File: config.mk
export PLATFORM = sky130hd
export DESIGN_NAME = axi_n_master_arbiter
export DESIGN_NICKNAME = d
export VERILOG_FILES = /design/src/rtl/bus_arb_pkg.sv /design/src/rtl/rr_arbiter.sv /design/src/rtl/axi_n_master_arbiter.sv
export SDC_FILE = /design/constraint.sdc
export NUM_CORES = 1
export LEC_CHECK = 0
export ABC_CLOCK_PERIOD_IN_PS = 3300
export CORE_AREA = 2 2 333 335
export CTS_BUF_LIST = sky130_fd_sc_hd__clkbuf_4 sky130_fd_sc_hd__clkbuf_8
export DETAILED_ROUTE_END_ITERATION = 10
export DIE_AREA = 0 0 335 337
export DONT_BUFFER_PORTS = 1
export GPL_TIMING_DRIVEN = 1
export PLACE_DENSITY = 0.3
export SLEW_MARGIN = 20
export SYNTH_ARGS = -nofsm -noshare
export SYNTH_HDL_FRONTEND = slang
export SYNTH_HIERARCHICAL = 1
export SYNTH_SLANG_ARGS = --single-unit
File: constraint.sdc
create_clock -name clk -period 3.3 [get_ports clk]
set_input_delay 0.66 -clock clk [delete_from_list [all_inputs] [get_ports clk]]
set_output_delay 0.66 -clock clk [all_outputs]
set_load 0.05 [all_outputs]
File: src/rtl/bus_arb_pkg.sv
`default_nettype none
// ============================================================================
// Module   : bus_arb_pkg
// Brief    : Shared FSM state types, ID width helper and AXI encodings for the
//            N-master AXI arbiter.
// Revision : 1.0
// ============================================================================
package bus_arb_pkg;

    typedef enum logic [1:0] {
        R_IDLE = 2'd0,
        R_ADDR = 2'd1,
        R_DATA = 2'd2
    } rd_state_t;

    typedef enum logic [1:0] {
        W_IDLE = 2'd0,
        W_ADDR = 2'd1,
        W_DATA = 2'd2,
        W_RESP = 2'd3
    } wr_state_t;

    localparam logic [1:0] c_INCR = 2'b01;
    localparam logic [1:0] c_OKAY = 2'b00;

    function automatic int id_width(input int n);
        return (n > 1) ? $clog2(n) : 1;
    endfunction

endpackage
`default_nettype wire

File: src/rtl/rr_arbiter.sv
`default_nettype none
// ============================================================================
// Module   : rr_arbiter
// Brief    : Combinational round-robin pick: first requester at or after ptr.
// Revision : 1.0
// ============================================================================
module rr_arbiter
    import bus_arb_pkg::*;
#(
    parameter  int NUM_MASTERS = 4,
    localparam int ID_WIDTH    = id_width(NUM_MASTERS)
) (
    input  logic [NUM_MASTERS-1:0] req,
    input  logic [ID_WIDTH-1:0]    ptr,
    output logic [ID_WIDTH-1:0]    grant_id,
    output logic                   grant_valid
);

    logic [ID_WIDTH-1:0] w_idx;

    // Scan from farthest to nearest so the closest requester to ptr wins last.
    always_comb begin
        grant_id    = '0;
        grant_valid = 1'b0;
        w_idx       = '0;
        for (int k = NUM_MASTERS - 1; k >= 0; k--) begin
            w_idx = ID_WIDTH'((int'(ptr) + k) % NUM_MASTERS);
            if (req[w_idx]) begin
                grant_id    = w_idx;
                grant_valid = 1'b1;
            end
        end
    end

endmodule
`default_nettype wire

File: src/rtl/axi_n_master_arbiter.sv
`default_nettype none
// ============================================================================
// Module   : axi_n_master_arbiter
// Brief    : Round-robin N-master AXI arbiter, independent read/write paths,
//            grant held per burst. Option BUS_ARB_WLAST_GEN_EN derives s_WLAST
//            from the latched AWLEN instead of the master's WLAST.
// Revision : 1.0
// ============================================================================
module axi_n_master_arbiter
    import bus_arb_pkg::*;
#(
    parameter  int NUM_MASTERS         = 4,
    parameter  int ADDR_WIDTH          = 32,
    parameter  int READ_CHANNEL_WIDTH  = 32,
    parameter  int READ_BURST_LEN      = 8,
    parameter  int WRITE_CHANNEL_WIDTH = 32,
    parameter  int WRITE_BURST_LEN     = 8,
    localparam int ID_WIDTH            = id_width(NUM_MASTERS)
) (
    input  logic                                       clk,
    input  logic                                       rst_n,
    input  logic [NUM_MASTERS-1:0]                     m_ARVALID,
    input  logic [NUM_MASTERS*ADDR_WIDTH-1:0]          m_ARADDR,
    input  logic [NUM_MASTERS*READ_BURST_LEN-1:0]      m_ARLEN,
    input  logic [NUM_MASTERS*3-1:0]                   m_ARSIZE,
    input  logic [NUM_MASTERS*2-1:0]                   m_ARBURST,
    output logic [NUM_MASTERS-1:0]                     m_ARREADY,
    output logic [NUM_MASTERS-1:0]                     m_RVALID,
    output logic [NUM_MASTERS*READ_CHANNEL_WIDTH-1:0]  m_RDATA,
    output logic [NUM_MASTERS-1:0]                     m_RLAST,
    output logic [NUM_MASTERS*2-1:0]                   m_RRESP,
    input  logic [NUM_MASTERS-1:0]                     m_RREADY,
    input  logic [NUM_MASTERS-1:0]                     m_AWVALID,
    input  logic [NUM_MASTERS*ADDR_WIDTH-1:0]          m_AWADDR,
    input  logic [NUM_MASTERS*WRITE_BURST_LEN-1:0]     m_AWLEN,
    input  logic [NUM_MASTERS*3-1:0]                   m_AWSIZE,
    input  logic [NUM_MASTERS*2-1:0]                   m_AWBURST,
    output logic [NUM_MASTERS-1:0]                     m_AWREADY,
    input  logic [NUM_MASTERS-1:0]                     m_WVALID,
    input  logic [NUM_MASTERS*WRITE_CHANNEL_WIDTH-1:0] m_WDATA,
    input  logic [NUM_MASTERS-1:0]                     m_WLAST,
    output logic [NUM_MASTERS-1:0]                     m_WREADY,
    output logic [NUM_MASTERS-1:0]                     m_BVALID,
    output logic [NUM_MASTERS*2-1:0]                   m_BRESP,
    input  logic [NUM_MASTERS-1:0]                     m_BREADY,
    output logic                                       s_ARVALID,
    output logic [ADDR_WIDTH-1:0]                      s_ARADDR,
    output logic [READ_BURST_LEN-1:0]                  s_ARLEN,
    output logic [2:0]                                 s_ARSIZE,
    output logic [1:0]                                 s_ARBURST,
    input  logic                                       s_ARREADY,
    input  logic                                       s_RVALID,
    input  logic [READ_CHANNEL_WIDTH-1:0]              s_RDATA,
    input  logic                                       s_RLAST,
    input  logic [1:0]                                 s_RRESP,
    output logic                                       s_RREADY,
    output logic                                       s_AWVALID,
    output logic [ADDR_WIDTH-1:0]                      s_AWADDR,
    output logic [WRITE_BURST_LEN-1:0]                 s_AWLEN,
    output logic [2:0]                                 s_AWSIZE,
    output logic [1:0]                                 s_AWBURST,
    input  logic                                       s_AWREADY,
    output logic                                       s_WVALID,
    output logic [WRITE_CHANNEL_WIDTH-1:0]             s_WDATA,
    output logic                                       s_WLAST,
    input  logic                                       s_WREADY,
    input  logic                                       s_BVALID,
    input  logic [1:0]                                 s_BRESP,
    output logic                                       s_BREADY,
    output logic                                       rd_busy,
    output logic                                       wr_busy,
    output logic [ID_WIDTH-1:0]                        rd_grant_id,
    output logic [ID_WIDTH-1:0]                        wr_grant_id
);

    rd_state_t                  r_rd_state;
    wr_state_t                  r_wr_state;
    logic [ID_WIDTH-1:0]        r_rd_grant, r_rd_ptr, r_wr_grant, r_wr_ptr;
    logic                       r_rd_busy, r_wr_busy;
    logic [WRITE_BURST_LEN:0]   r_wr_beats;

    logic [ID_WIDTH-1:0]        w_rd_pick, w_wr_pick;
    logic                       w_rd_pick_valid, w_wr_pick_valid;
    logic                       w_ar_phase, w_r_phase, w_aw_phase, w_w_phase, w_b_phase;
    logic                       w_wlast;

    function automatic logic [ID_WIDTH-1:0] next_id(input logic [ID_WIDTH-1:0] id);
        return (int'(id) == NUM_MASTERS - 1) ? '0 : id + 1'b1;
    endfunction

    rr_arbiter #(.NUM_MASTERS(NUM_MASTERS)) u_rd_arb (
        .req         (m_ARVALID),
        .ptr         (r_rd_ptr),
        .grant_id    (w_rd_pick),
        .grant_valid (w_rd_pick_valid)
    );

    rr_arbiter #(.NUM_MASTERS(NUM_MASTERS)) u_wr_arb (
        .req         (m_AWVALID),
        .ptr         (r_wr_ptr),
        .grant_id    (w_wr_pick),
        .grant_valid (w_wr_pick_valid)
    );

    always_ff @(posedge clk) begin
        if (!rst_n) begin
            r_rd_state <= R_IDLE;
            r_rd_grant <= '0;
            r_rd_ptr   <= '0;
            r_rd_busy  <= 1'b0;
        end else begin
            case (r_rd_state)
                R_IDLE: if (w_rd_pick_valid) begin
                    r_rd_grant <= w_rd_pick;
                    r_rd_busy  <= 1'b1;
                    r_rd_state <= R_ADDR;
                end
                R_ADDR: if (s_ARVALID && s_ARREADY) r_rd_state <= R_DATA;
                R_DATA: if (s_RVALID && s_RREADY && s_RLAST) begin
                    r_rd_ptr   <= next_id(r_rd_grant);
                    r_rd_busy  <= 1'b0;
                    r_rd_state <= R_IDLE;
                end
                default: r_rd_state <= R_IDLE;
            endcase
        end
    end

    always_ff @(posedge clk) begin
        if (!rst_n) begin
            r_wr_state <= W_IDLE;
            r_wr_grant <= '0;
            r_wr_ptr   <= '0;
            r_wr_busy  <= 1'b0;
            r_wr_beats <= '0;
        end else begin
            case (r_wr_state)
                W_IDLE: if (w_wr_pick_valid) begin
                    r_wr_grant <= w_wr_pick;
                    r_wr_busy  <= 1'b1;
                    r_wr_state <= W_ADDR;
                end
                W_ADDR: if (s_AWVALID && s_AWREADY) begin
                    r_wr_beats <= {1'b0, s_AWLEN};
                    r_wr_state <= W_DATA;
                end
                W_DATA: if (s_WVALID && s_WREADY) begin
                    // Saturate so an over-long master burst cannot wrap the count.
                    if (r_wr_beats != '0) r_wr_beats <= r_wr_beats - 1'b1;
                    if (w_wlast) r_wr_state <= W_RESP;
                end
                W_RESP: if (s_BVALID && s_BREADY) begin
                    r_wr_ptr   <= next_id(r_wr_grant);
                    r_wr_busy  <= 1'b0;
                    r_wr_state <= W_IDLE;
                end
                default: r_wr_state <= W_IDLE;
            endcase
        end
    end

    assign rd_busy     = r_rd_busy;
    assign wr_busy     = r_wr_busy;
    assign rd_grant_id = r_rd_grant;
    assign wr_grant_id = r_wr_grant;

    assign w_ar_phase = (r_rd_state == R_ADDR);
    assign w_r_phase  = (r_rd_state == R_DATA);
    assign w_aw_phase = (r_wr_state == W_ADDR);
    assign w_w_phase  = (r_wr_state == W_DATA);
    assign w_b_phase  = (r_wr_state == W_RESP);

`ifdef BUS_ARB_WLAST_GEN_EN
    assign w_wlast = (r_wr_beats == '0);
`else
    assign w_wlast = m_WLAST[r_wr_grant];
`endif

    assign s_ARVALID = w_ar_phase & m_ARVALID[r_rd_grant];
    assign s_ARADDR  = w_ar_phase ? m_ARADDR[int'(r_rd_grant)*ADDR_WIDTH +: ADDR_WIDTH] : '0;
    assign s_ARLEN   = w_ar_phase ? m_ARLEN[int'(r_rd_grant)*READ_BURST_LEN +: READ_BURST_LEN] : '0;
    assign s_ARSIZE  = w_ar_phase ? m_ARSIZE[int'(r_rd_grant)*3 +: 3] : '0;
    assign s_ARBURST = w_ar_phase ? m_ARBURST[int'(r_rd_grant)*2 +: 2] : '0;
    assign s_RREADY  = w_r_phase & m_RREADY[r_rd_grant];

    assign s_AWVALID = w_aw_phase & m_AWVALID[r_wr_grant];
    assign s_AWADDR  = w_aw_phase ? m_AWADDR[int'(r_wr_grant)*ADDR_WIDTH +: ADDR_WIDTH] : '0;
    assign s_AWLEN   = w_aw_phase ? m_AWLEN[int'(r_wr_grant)*WRITE_BURST_LEN +: WRITE_BURST_LEN] : '0;
    assign s_AWSIZE  = w_aw_phase ? m_AWSIZE[int'(r_wr_grant)*3 +: 3] : '0;
    assign s_AWBURST = w_aw_phase ? m_AWBURST[int'(r_wr_grant)*2 +: 2] : '0;
    assign s_WVALID  = w_w_phase & m_WVALID[r_wr_grant];
    assign s_WDATA   = w_w_phase ? m_WDATA[int'(r_wr_grant)*WRITE_CHANNEL_WIDTH +: WRITE_CHANNEL_WIDTH] : '0;
    assign s_WLAST   = w_w_phase & w_wlast;
    assign s_BREADY  = w_b_phase & m_BREADY[r_wr_grant];

    // Only the grantee of the active phase sees slave responses; others read 0.
    for (genvar gi = 0; gi < NUM_MASTERS; gi++) begin : g_master
        logic w_sel_ar, w_sel_r, w_sel_aw, w_sel_w, w_sel_b;

        assign w_sel_ar = w_ar_phase && (r_rd_grant == ID_WIDTH'(gi));
        assign w_sel_r  = w_r_phase  && (r_rd_grant == ID_WIDTH'(gi));
        assign w_sel_aw = w_aw_phase && (r_wr_grant == ID_WIDTH'(gi));
        assign w_sel_w  = w_w_phase  && (r_wr_grant == ID_WIDTH'(gi));
        assign w_sel_b  = w_b_phase  && (r_wr_grant == ID_WIDTH'(gi));

        assign m_ARREADY[gi] = w_sel_ar & s_ARREADY;
        assign m_RVALID[gi]  = w_sel_r & s_RVALID;
        assign m_RDATA[gi*READ_CHANNEL_WIDTH +: READ_CHANNEL_WIDTH] = w_sel_r ? s_RDATA : '0;
        assign m_RLAST[gi]   = w_sel_r & s_RLAST;
        assign m_RRESP[gi*2 +: 2] = w_sel_r ? s_RRESP : c_OKAY;
        assign m_AWREADY[gi] = w_sel_aw & s_AWREADY;
        assign m_WREADY[gi]  = w_sel_w & s_WREADY;
        assign m_BVALID[gi]  = w_sel_b & s_BVALID;
        assign m_BRESP[gi*2 +: 2] = w_sel_b ? s_BRESP : c_OKAY;
    end

endmodule
`default_nettype wire

==> key figures <==
Outcome
  – Status: completed

Routing
  – Antenna-violating nets left: 0
  – Detailed-route DRC error count: 0
  – DR vias: 6,447
  – Drt pass-1 iters: 5
  – Final wirelength: ~54,000 microns
  – Wire per inst: 25.8 microns
  – 1st-iter DRT viols: 434
  – DR vias/cell: approximately 3.1

Job
  – Max Cap Violations: 0

STA
  – Setup ws final: between 0.3 and 0.4 ns
  – RSZ-0062 raised after global routing: false
  – Setup TNS: 0 ns
  – Setup violators final: 0
  – Worst slew pin tran: 0.809 ns
  – Rel. slew slack: a little under half
  – Min cycle time layout: about 2.9 ns
  – Final max-slew violation count: 0
  – Fmax: 344 MHz
  – Final hold vios: 0
  – Worst clock skew: around 0.0023 ns
  – Fin crit share: about 90%

Yosys
  – Top cells by count, synth: and3_1 (168), and2_1 (129), mux4_2 (128)
  – Mapped Cells: 605
  – Syn Area/Cell: 9.88 sq um
  – Sequential element share of the synthesized area: 4.69%
  – Mapped Area: 5980 sq um
  – YS warnings: 6
  – Synth unique cells: 31
  – Post-synth EDFFs: 0
  – FF+latch count, synth: 14
  – Synth area leaders: mux4_2 (48%), and3_1 (18%), and2_1 (14%)
  – Ys flop type: dfxtp_1
  – Net Count, Synth: approximately 1,200
  – Most common cell in the netlist: and3_1
  – Area leader, netlist: mux4_2
  – Synth async-reset ratio: 0%
  – Area share of the largest cell type after synthesis: about half

Pwr
  – Sequential share of power: 7.8%
  – Design Power: around 3.6 mW
  – Switching share of power: 66.7%
  – Static Leakage: 3.04 nW
  – Clock network fraction of total power: between 5 and 6%
  – Comb pwr share: 86.7%
  – Net switching power: roughly 2.4 mW
  – Maximum VDD drop: 0.206 mV
  – Internal Power: 1.19 mW
  – PD cells: around 420 nW/um^2

Global routing
  – First-pass GRT wire length: 65,000 microns
  – Initial antenna violation count: 63
  – Gr usage total: 8.76%
  – GRT overflow: 0
  – Vias in the first global route: between 6,000 and 7,000
  – Pin count of the biggest net entering global routing: 148

Placed design
  – Post-DP HPWL: 50,000 microns
  – Dpl ws: roughly 0.65 ns
  – Routability Congestion: 1.01
  – Number of I/O port buffers: 0

Die
  – Die Height: 337 microns
  – DIE AREA: around 110,000 sq um
  – Core area: 110,000 sq um
  – Site row count: approximately 120
  – Top Ports: around 860
  – Starting Density: under 10%
  – Die Wd: about 340 microns

Clocking
  – CTS tree: yes
  – Clk pin slew, worst setup/hold paths: 0.08 ns
  – Clock Tree Buf Depth: 2
  – # hold bufs at CTS: 0
  – Clock Latency Late Sink: roughly 0.28 ns
  – CTS Sinks: 14
  – CTS buffer count: 3
  – Root buf cell: clkbuf_8
  – Post-CTS resize count: 0
  – Post-CTS setup buffers: 0
  – H-tree levels: 1

Critical path
  – Worst path required time: 2.64 ns
  – Worst-path fanout max: 37
  – CP endpoint kind: output port
  – Worst Setup Path Type: register to output port
  – Crit path launch type: register
  – Worst Path Arrival: 2.24 ns

Layout
  – Fin nets: 1,210
  – Util after Layout: between 7 and 8%
  – # fillers: 12,900
  – Share of cells above drive strength 1: 38.8%
  – Layout area overhead: 42.2%

Min path
  – Worst Hold Class: primary input to register
[worst max-delay path, cell delays in order, from the launching register on]
cell and delay, ns:
dfxtp_2 0.58, buf_4 0.49, mux4_2 0.28, and2_1 0.59
[power by group through the flow]
stage | sequential (mW) | clock (mW) | combinational [mW]
after floorplan | 0.254 | 0 | 2.35
final | 0.280 | 0.194 | 3.09
after CTS | 0.285 | 0.214 | 3.16
after detailed placement | 0.290 | 0 | 3.15
after global placement | 0.287 | 0 | 3.13
after global routing | 0.289 | 0.214 | 3.26
[metal layers]
metal	GRT usage (%)	routed length [microns]	vias up
met5	0	184	-
met4	2.39	1610	22
met3	3.89	5840	84
met2	14.1	25000	636
met1	10.5	21800	3235
li1	-	-	2470
[logic make-up (layout without fill, tap and decap cells)]
family,after synthesis,in the layout,synth area share [%]
compound gates,20,20,2.74
fa+ha+maj,12,12,2.51
buf+inv,80,116,5.55
flops,14,14,4.69
mux,134,134,49.2
other cells,0,44,0
simple gates,345,345,35.3
[cell usage in the layout, fill, tap and decap left out, drive strengths merged, types with 3 or more instances in the layout]
| master | count |
|---|---|
| a211oi | 4 |
| a21boi | 7 |
| a21oi | 5 |
| and2 | 129 |
| and3 | 168 |
| buf | 106 |
| clkbuf | 4 |
| dfxtp | 14 |
| diode | 44 |
| ha | 12 |
| inv | 6 |
| mux2i | 6 |
| mux4 | 128 |
| nand2 | 12 |
| nand2b | 4 |
| nand3 | 5 |
| nor2 | 11 |
| nor2b | 8 |
| nor3b | 3 |
[metrics by stage]
stage / hold WS [ns] / cells / instance area (sq um)
after floorplan: 0.460 / 605 / 5980
after global placement: 0.481 / 2063 / 8340
after detailed placement: 0.491 / 2063 / 8340
after CTS: 0.479 / 2067 / 8390
after global routing: 0.486 / 2091 / 8450
final: 0.507 / 2111 / 8500
[sequential cells by signal (all words and copies together) (netlist names)]
register	flops
r_rd_state	2
r_rd_ptr	2
rd_grant_id	2
wr_busy	1
r_wr_state	2
wr_grant_id	2
rd_busy	1
r_wr_ptr	2
[worst paths after layout]
check                                                 start                         end  slack (ns)  depth (start not counted)
worst max register to register  wr_grant_id[1]$_SDFFE_PN0P_  r_wr_state[0]$_SDFFE_PN0P_        1.19                          5
worst min-delay path                                  rst_n  r_rd_state[1]$_SDFFE_PN0P_        0.51                          1
worst min register to register   r_wr_state[1]$_SDFFE_PN0P_  r_wr_state[1]$_SDFFE_PN0P_        0.51                          2
worst max-delay path            rd_grant_id[1]$_SDFFE_PN0P_                s_ARADDR[27]        0.40                          3
[cell type report]
type                    count  area (sq um)  share of cell area, %
repair buffers            106           858                   10.1
inverters                   6          22.5                  0.265
well taps                1426          1780                   21.0
multi-input cells         511          5380                   63.3
flip-flops and latches     14           293                   3.45
diodes                     44           110                   1.30
clock buffers               4          48.8                  0.574
Note: power is estimated with default switching activity, not from simulation.
